## src/rtl/imem_loader.sv

```systemverilog
// Byte-stream instruction loader: count byte, N big-endian 16-bit words, optional XOR checksum
// (IMEM_LOADER_CHECKSUM_EN); writes land one cycle after the LO byte; no timeout on in_valid gaps.
module imem_loader #(
  parameter int ADDR_W = 8
) (
  input  logic              clk,
  input  logic              reset,
  input  logic              start,
  input  logic              in_valid,
  input  logic [7:0]        in_data,
  output logic              in_ready,
  output logic              imem_we,
  output logic [ADDR_W-1:0] imem_addr,
  output logic [15:0]       imem_wdata,
  output logic              core_hold,
  output logic              done,
  output logic              error,
  output logic [ADDR_W:0]   words_loaded
);

  typedef enum logic [2:0] {
    IDLE  = 3'd0,
    COUNT = 3'd1,
    HI    = 3'd2,
    LO    = 3'd3,
    DONE  = 3'd4,
    ERR   = 3'd5
`ifdef IMEM_LOADER_CHECKSUM_EN
    , CHK = 3'd6
`endif
  } state_t;

  state_t            state_q;
  logic              rdy_q, we_q, hold_q, done_q, err_q;
  logic [ADDR_W-1:0] addr_q;
  logic [15:0]       wdata_q;
  logic [ADDR_W:0]   words_q;
  logic [7:0]        rem_q, hi_q;
  logic              acc, last_word;
`ifdef IMEM_LOADER_CHECKSUM_EN
  logic [7:0]        csum_q, csum_d;
`endif

  always_comb begin
    acc       = in_valid && rdy_q;
    last_word = (rem_q == 8'd1);
`ifdef IMEM_LOADER_CHECKSUM_EN
    csum_d    = csum_q ^ in_data;
`endif
  end

  always_ff @(posedge clk) begin
    if (!reset) begin
      state_q <= IDLE;
      rdy_q   <= 1'b0;
      we_q    <= 1'b0;
      hold_q  <= 1'b0;
      done_q  <= 1'b0;
      err_q   <= 1'b0;
      addr_q  <= '0;
      wdata_q <= '0;
      words_q <= '0;
      rem_q   <= '0;
      hi_q    <= '0;
`ifdef IMEM_LOADER_CHECKSUM_EN
      csum_q  <= '0;
`endif
    end else begin
      we_q <= 1'b0;
      case (state_q)
        IDLE, DONE, ERR: begin
          if (start) begin
            state_q <= COUNT;
            rdy_q   <= 1'b1;
            hold_q  <= 1'b1;
            done_q  <= 1'b0;
            err_q   <= 1'b0;
            words_q <= '0;
`ifdef IMEM_LOADER_CHECKSUM_EN
            csum_q  <= '0;
`endif
          end
        end
        COUNT: begin
          if (acc) begin
`ifdef IMEM_LOADER_CHECKSUM_EN
            csum_q <= csum_d;
`endif
            if (in_data == 8'd0) begin
              state_q <= ERR;
              rdy_q   <= 1'b0;
              err_q   <= 1'b1;
            end else begin
              rem_q   <= in_data;
              state_q <= HI;
            end
          end
        end
        HI: begin
          if (acc) begin
            hi_q    <= in_data;
            state_q <= LO;
`ifdef IMEM_LOADER_CHECKSUM_EN
            csum_q  <= csum_d;
`endif
          end
        end
        LO: begin
          if (acc) begin
            we_q    <= 1'b1;
            addr_q  <= words_q[ADDR_W-1:0];
            wdata_q <= {hi_q, in_data};
            words_q <= words_q + (ADDR_W+1)'(1);
            rem_q   <= rem_q - 8'd1;
`ifdef IMEM_LOADER_CHECKSUM_EN
            csum_q  <= csum_d;
            state_q <= last_word ? CHK : HI;
`else
            if (last_word) begin
              state_q <= DONE;
              rdy_q   <= 1'b0;
              hold_q  <= 1'b0;
              done_q  <= 1'b1;
            end else begin
              state_q <= HI;
            end
`endif
          end
        end
`ifdef IMEM_LOADER_CHECKSUM_EN
        CHK: begin
          if (acc) begin
            rdy_q <= 1'b0;
            if (in_data == csum_q) begin
              state_q <= DONE;
              hold_q  <= 1'b0;
              done_q  <= 1'b1;
            end else begin
              state_q <= ERR;
              err_q   <= 1'b1;
            end
          end
        end
`endif
        default: begin
          state_q <= IDLE;
          rdy_q   <= 1'b0;
          hold_q  <= 1'b0;
        end
      endcase
    end
  end

  assign in_ready     = rdy_q;
  assign imem_we      = we_q;
  assign imem_addr    = addr_q;
  assign imem_wdata   = wdata_q;
  assign core_hold    = hold_q;
  assign done         = done_q;
  assign error        = err_q;
  assign words_loaded = words_q;

endmodule

```

## config.mk

```make
export PLATFORM = sky130hd
export DESIGN_NAME = imem_loader
export DESIGN_NICKNAME = d
export VERILOG_FILES = /design/src/rtl/imem_loader.sv
export SDC_FILE = /design/constraint.sdc
export NUM_CORES = 1
export LEC_CHECK = 0
export CORE_AREA = 3 3 108 110
export DETAILED_ROUTE_END_ITERATION = 8
export DIE_AREA = 0 0 111 113
export GPL_TIMING_DRIVEN = 0
export PLACE_DENSITY = 0.47
export SETUP_SLACK_MARGIN = 0.1
export SKIP_CTS_REPAIR_TIMING = 1
export SYNTH_ARGS = -nofsm -noshare
export SYNTH_HDL_FRONTEND = slang
export SYNTH_SLANG_ARGS = --single-unit
```

## constraint.sdc

```tcl
create_clock -name clk -period 3.2 [get_ports clk]
set_clock_uncertainty 0.05 [all_clocks]
set_input_delay 0.96 -clock clk [delete_from_list [all_inputs] [get_ports clk]]
set_output_delay 0.96 -clock clk [all_outputs]
set_load 0.1 [all_outputs]
```

Yosys cells after proc, flatten, opt, wreduce, memory -nomap -nowiden
Cells that the tools add are included.
- equal/unequal tests: 13
- magnitude comparators: 0
- reductions and logical operators: 18
- muxes and demuxes: 29
- shift operators: 0
- bitwise logic cells: 2
- add/sub/neg operators: 2
- divide/modulo/power cells: 0
- $mul: 0
- operators with widths (operator ; count):
    8-bit 2-to-1 mux ; 3
    4-bit AND reduction ; 5
    3-bit 2-to-1 mux ; 6
    9-bit 2-to-1 mux ; 2
    9-bit case mux with 2 select lines ; 1
    8-bit case mux with 2 select lines ; 1
    2-bit != test, second input constant ; 7
    3-bit case mux with 4 select lines ; 1
    1-bit 2-to-1 mux ; 11
    9-bit by 1-bit adder with 9-bit output, second input constant ; 1
    8-bit by 1-bit == test with 1-bit output, second input constant ; 1
    8-bit logical NOT ; 1
    8-bit by 1-bit subtractor with 8-bit output, second input constant ; 1
    3-bit by 2-bit == test with 1-bit output, second input constant ; 2
    3-bit == test, second input constant ; 2
    2-bit AND reduction ; 3
    6-bit AND reduction ; 1
    2-bit nonzero test ; 3
    1-bit case mux with 2 select lines ; 2
    1-bit case mux with 4 select lines ; 1
    3-bit by 1-bit == test with 1-bit output, second input constant ; 1
    3-bit logical NOT ; 1
    1-bit case mux with 3 select lines ; 1
    3-bit AND reduction ; 1
    other kinds (4) ; 5
- bits in registers: 57
- output and inout bits: 38
- bits of input ports: 12
- bits in writable memories: 0
- bits in latches: 0
- memories: 0
- bits in read-only memories: 0
- logic and storage cells: 75

Depth between registers and ports, before layout
- depth after elaboration: 4
- mapped depth: 7
- depth with buffers taken out: 6

Worst setup path after synthesis
No wires, ideal clock.
- path kind: input port to flip-flop
- start: in in_data[3]
- end: reg rem_q[6]
- data arrival time: 2.096 ns
- path buffers: 1
- setup slack: 0.924 ns
- setup time: 0.131 ns
- required time: 3.019 ns
- stages: 5
- cells stage by stage: or4_1 nor3_2 buf_2 or2_2 o22ai_1
- word-level cells in the longest chain between the ends: 3
- ends and longest elaborated chain (what ; RTL line ; RTL):
    start: declaration ; 10 ; input logic [7:0] in_data,
    8-bit logical NOT ; 89 ; if (in_data == 8'd0) begin
    2-bit != test (no line) ; - ;
    4-bit AND reduction (no line) ; - ;
    end signal: assignment ; 94 ; rem_q <= in_data;
    end signal: assignment ; 114 ; rem_q <= rem_q - 8'd1;
    end: declaration ; 38 ; logic [7:0] rem_q, hi_q;
No other way between the ends.
A chain may end at the register's enable or synchronous reset.

Worst setup path in the final report
- start: reg words_q[4] (netlist: words_loaded[4])
- end: out words_loaded[4]
- RTL lines (what ; RTL line ; RTL):
    start: declaration ; 37 ; logic [ADDR_W:0] words_q;
    start signal: assignment ; 113 ; words_q <= words_q + (ADDR_W+1)'(1);
    end: declaration ; 18 ; output logic [ADDR_W:0] words_loaded
No word-level cell between the ends.

==> impl_results.md <==
* Vias in the first global route at ~2500
* Switching share of power at 30.0%
* Die width at approximately 110 um
* Top cell family by delay on the critical path: buffers and inverters
* Syn_nets at 323
* Max Freq at approximately 330 MHz
* Period utilization at between 90% and 100%
* Slew headroom at 34.4%
* Total wire length at between 7000 and 8000 um
* Nets@finish at about 380
* Sink Count at between 50 and 60
* Reg clk slew, reported paths at about 0.060 ns
* Initial antenna violation count at 0
* N_diodes at 0
* Dpl cells at between 400 and 500
* Die Span Y at roughly 110 um
* Layout area overhead at 31.9%
* CTS root buf: clkbuf_8
* Yosys cell types at 60
* Die Area at 12500 um^2
* CP Launch Type: flop
* Placer Congestion at approximately 0.8
* Port buffer count at 48
* Hold_sp: imem_addr[7]
* Comb pwr share at 17.2%
* Initial core utilization at about 25%
* Final Hold Fails at 0
* Switch Pwr at 0.502 mW
* Total Power at approximately 1.7 mW
* Latest clock arrival within the worst-skew pair at ~0.34 ns
* R2r startpoint: state_q[2]
* FF+latch count, synth at 57
* Fin Setup TNS at 0 ns
* Drt first pass iters at 4
* Outcome: complete, no violations
* Final core occ at about a third
* DRC violation count after routing at 0
* CP max stage delay at between 1 and 1.5 ns
* Non-filler cells, final at roughly 510
* Hold Crit Class: flop to flop
* DR iter-0 viols at ~120
* CP Cell Sequence: clkdlybuf4s50_1
* I/O pin count at 50
* Detail Route Antenna Nets at 0
* Routed WL per cell at 15.1 um
* Fin crit period at approximately 3.0 ns
* Max Slew Vio Count at 0
* Post-Syn Instances at 308
* Crit path buffers/inverters at 1
* Synth Flop Type: dfxtp_1
* CP required at about 2.2 ns
* CP Max Fanout at 6
* Layout filler cell count at ~1200
* DR vias at 2465
* Largest net degree at the start of global routing at 11
* First-pass GRT wire length at between 10000 and 15000 um
* Post-synth EDFFs at 0
* Slowest CP cell: clkdlybuf4s50_1
* Worst VDD drop at around 0.2 mV
* Hpwl dp at around 5700 um
* GR Util All Layers at 12.7%
* Clock share of power at about two fifths
* Std cell rows at 38
* FFs w/ async S/R, synth at 0%
* Internal power at between 1 and 1.5 mW
* Clock Tree Buf Depth at 2
* Worst-Margin Slew at 0.981 ns
* Sequential Power Share at approximately 44%
* Layout cell share with drive strength beyond 1 at 9.41%
* Core Region at 10800 um^2
* CTS tree: built
* Leak pwr at between 1 and 1.5 nW
* Final setup violation count at 0
* Pwr per Cell Area at 478 nW/um^2
* Critical Path Source: words_loaded[4]
* CTS Buf Count at 9
* Register area share after synthesis at 43.0%
* Syn Area/Cell at ~8.6 um^2
* Final Hold Slack at about 0.4 ns
* Vias per Instance at between 4 and 5
* CP Capture Type: primary output
* Gr ovfl total at 0
* Setup CP Type: flop to primary output
* Mapped Area at between 2000 and 3000 um^2
* Yosys warning total at 0
* RSZ-0062 raised after global routing: no
* Max Cap Viol at 0
* # H-tree levels at 3
* Arrival time at the worst endpoint at about 2 ns
[metal layers]
metal  GRT usage (%)  vias to the layer above  wire length (um)
met4            4.76                        0               142
met5               0                        -                 0
met3            3.26                       15               320
li1                -                     1205                 -
met1            16.2                     1178              3620
met2            20.6                       67              3660
[kinds of logic after synthesis]
kind of cell | Yosys count | synth area share [%]
compound gates | 79 | 21.1
xor+xnor | 4 | 1.32
fa+ha+maj | 3 | 1.41
buf+inv | 23 | 4.57
flops | 57 | 43.0
mux | 9 | 3.44
simple gates | 133 | 25.2
[sequential cells by signal (all words and copies together), names as in the netlist]
name,count
core_hold,1
done,1
error,1
hi_q,8
imem_addr,8
imem_wdata,16
imem_we,1
in_ready,1
rem_q,8
state_q,3
words_loaded,9
[worst register-to-register path, stage by stage, from the launching register on]
cell and delay (ns):
dfxtp_1 0.31, buf_6 0.13, nand4b_1 0.43, nor2_2 0.51, buf_2 0.33, nand2_1 0.08, a21boi_0 0.15
[cell usage in the layout (no fill, tap or decap), types with 3 or more instances in the layout]
cell type / count
nand4_1: 4
or4_1: 5
nor2b_1: 9
o21ai_0: 12
nand3_1: 9
o211ai_1: 9
nand2_1: 65
a21oi_1: 8
clkbuf_1: 10
inv_1: 3
clkbuf_8: 12
mux2i_1: 8
o31ai_1: 3
ha_1: 3
clkdlybuf4s50_1: 48
dfxtp_1: 57
nor3_1: 4
buf_2: 4
buf_6: 3
nor2_1: 14
a21boi_0: 25
[stage by stage]
| step | setup WS (ns) | cell area (um^2) |
|---|---|---|
| after CTS | 0.160 | 3500 |
| after detailed placement | 0.0668 | 3310 |
| after global placement | 0.0654 | 3310 |
| after global routing | 0.120 | 3500 |
| after floorplan | 0.924 | 2650 |
| final | 0.194 | 3500 |
[layout make-up]
class	instances	area (um^2)	share of cell area (%)
Buffer	20	110	3.15
Clock buffer	12	165	4.72
Clock inverter	4	26.3	0.751
Inverter	3	11.3	0.322
Multi-Input combinational cell	228	1390	39.7
Sequential cell	57	1140	32.6
Tap cell	140	175	5.00
Timing Repair Buffer	48	480	13.7
[path summary, 6_finish.rpt]
check / slack, ns / depth (start not counted) / endpoint
max: 0.19 / 1 / words_loaded[4]
max reg2reg: 1.14 / 6 / imem_wdata[1]
min: 0.41 / 2 / imem_addr[7]
min reg2reg: 0.41 / 2 / imem_addr[7]
[Yosys cell counts, drive strengths merged (3+ instances only)]
| library cell | number | share of area (%) |
|---|---|---|
| a21boi | 27 | 7.6 |
| a21oi | 8 | 1.5 |
| buf | 10 | 2.7 |
| clkbuf | 10 | 1.4 |
| dfxtp | 57 | 43 |
| ha | 3 | 1.4 |
| inv | 3 | 0.42 |
| mux2i | 8 | 3.0 |
| nand2 | 65 | 9.2 |
| nand2b | 3 | 0.99 |
| nand3 | 9 | 1.7 |
| nand4 | 4 | 0.94 |
| nor2 | 15 | 2.2 |
| nor2b | 9 | 2.1 |
| nor3 | 5 | 1.1 |
| o211ai | 9 | 2.5 |
| o21ai | 13 | 2.5 |
| o31ai | 3 | 0.85 |
| or2 | 3 | 0.71 |
| or4 | 5 | 1.4 |
[power by group through the flow]
stage / Sequential (mW) / Clock, mW / Combinational (mW)
finish: 0.742 / 0.643 / 0.288
global route: 0.744 / 0.697 / 0.313
global placement: 0.758 / 0 / 0.284
CTS: 0.742 / 0.666 / 0.289
floorplan: 0.792 / 0 / 0.171
detailed placement: 0.759 / 0 / 0.288
Note: power is estimated with default switching activity, not from simulation.
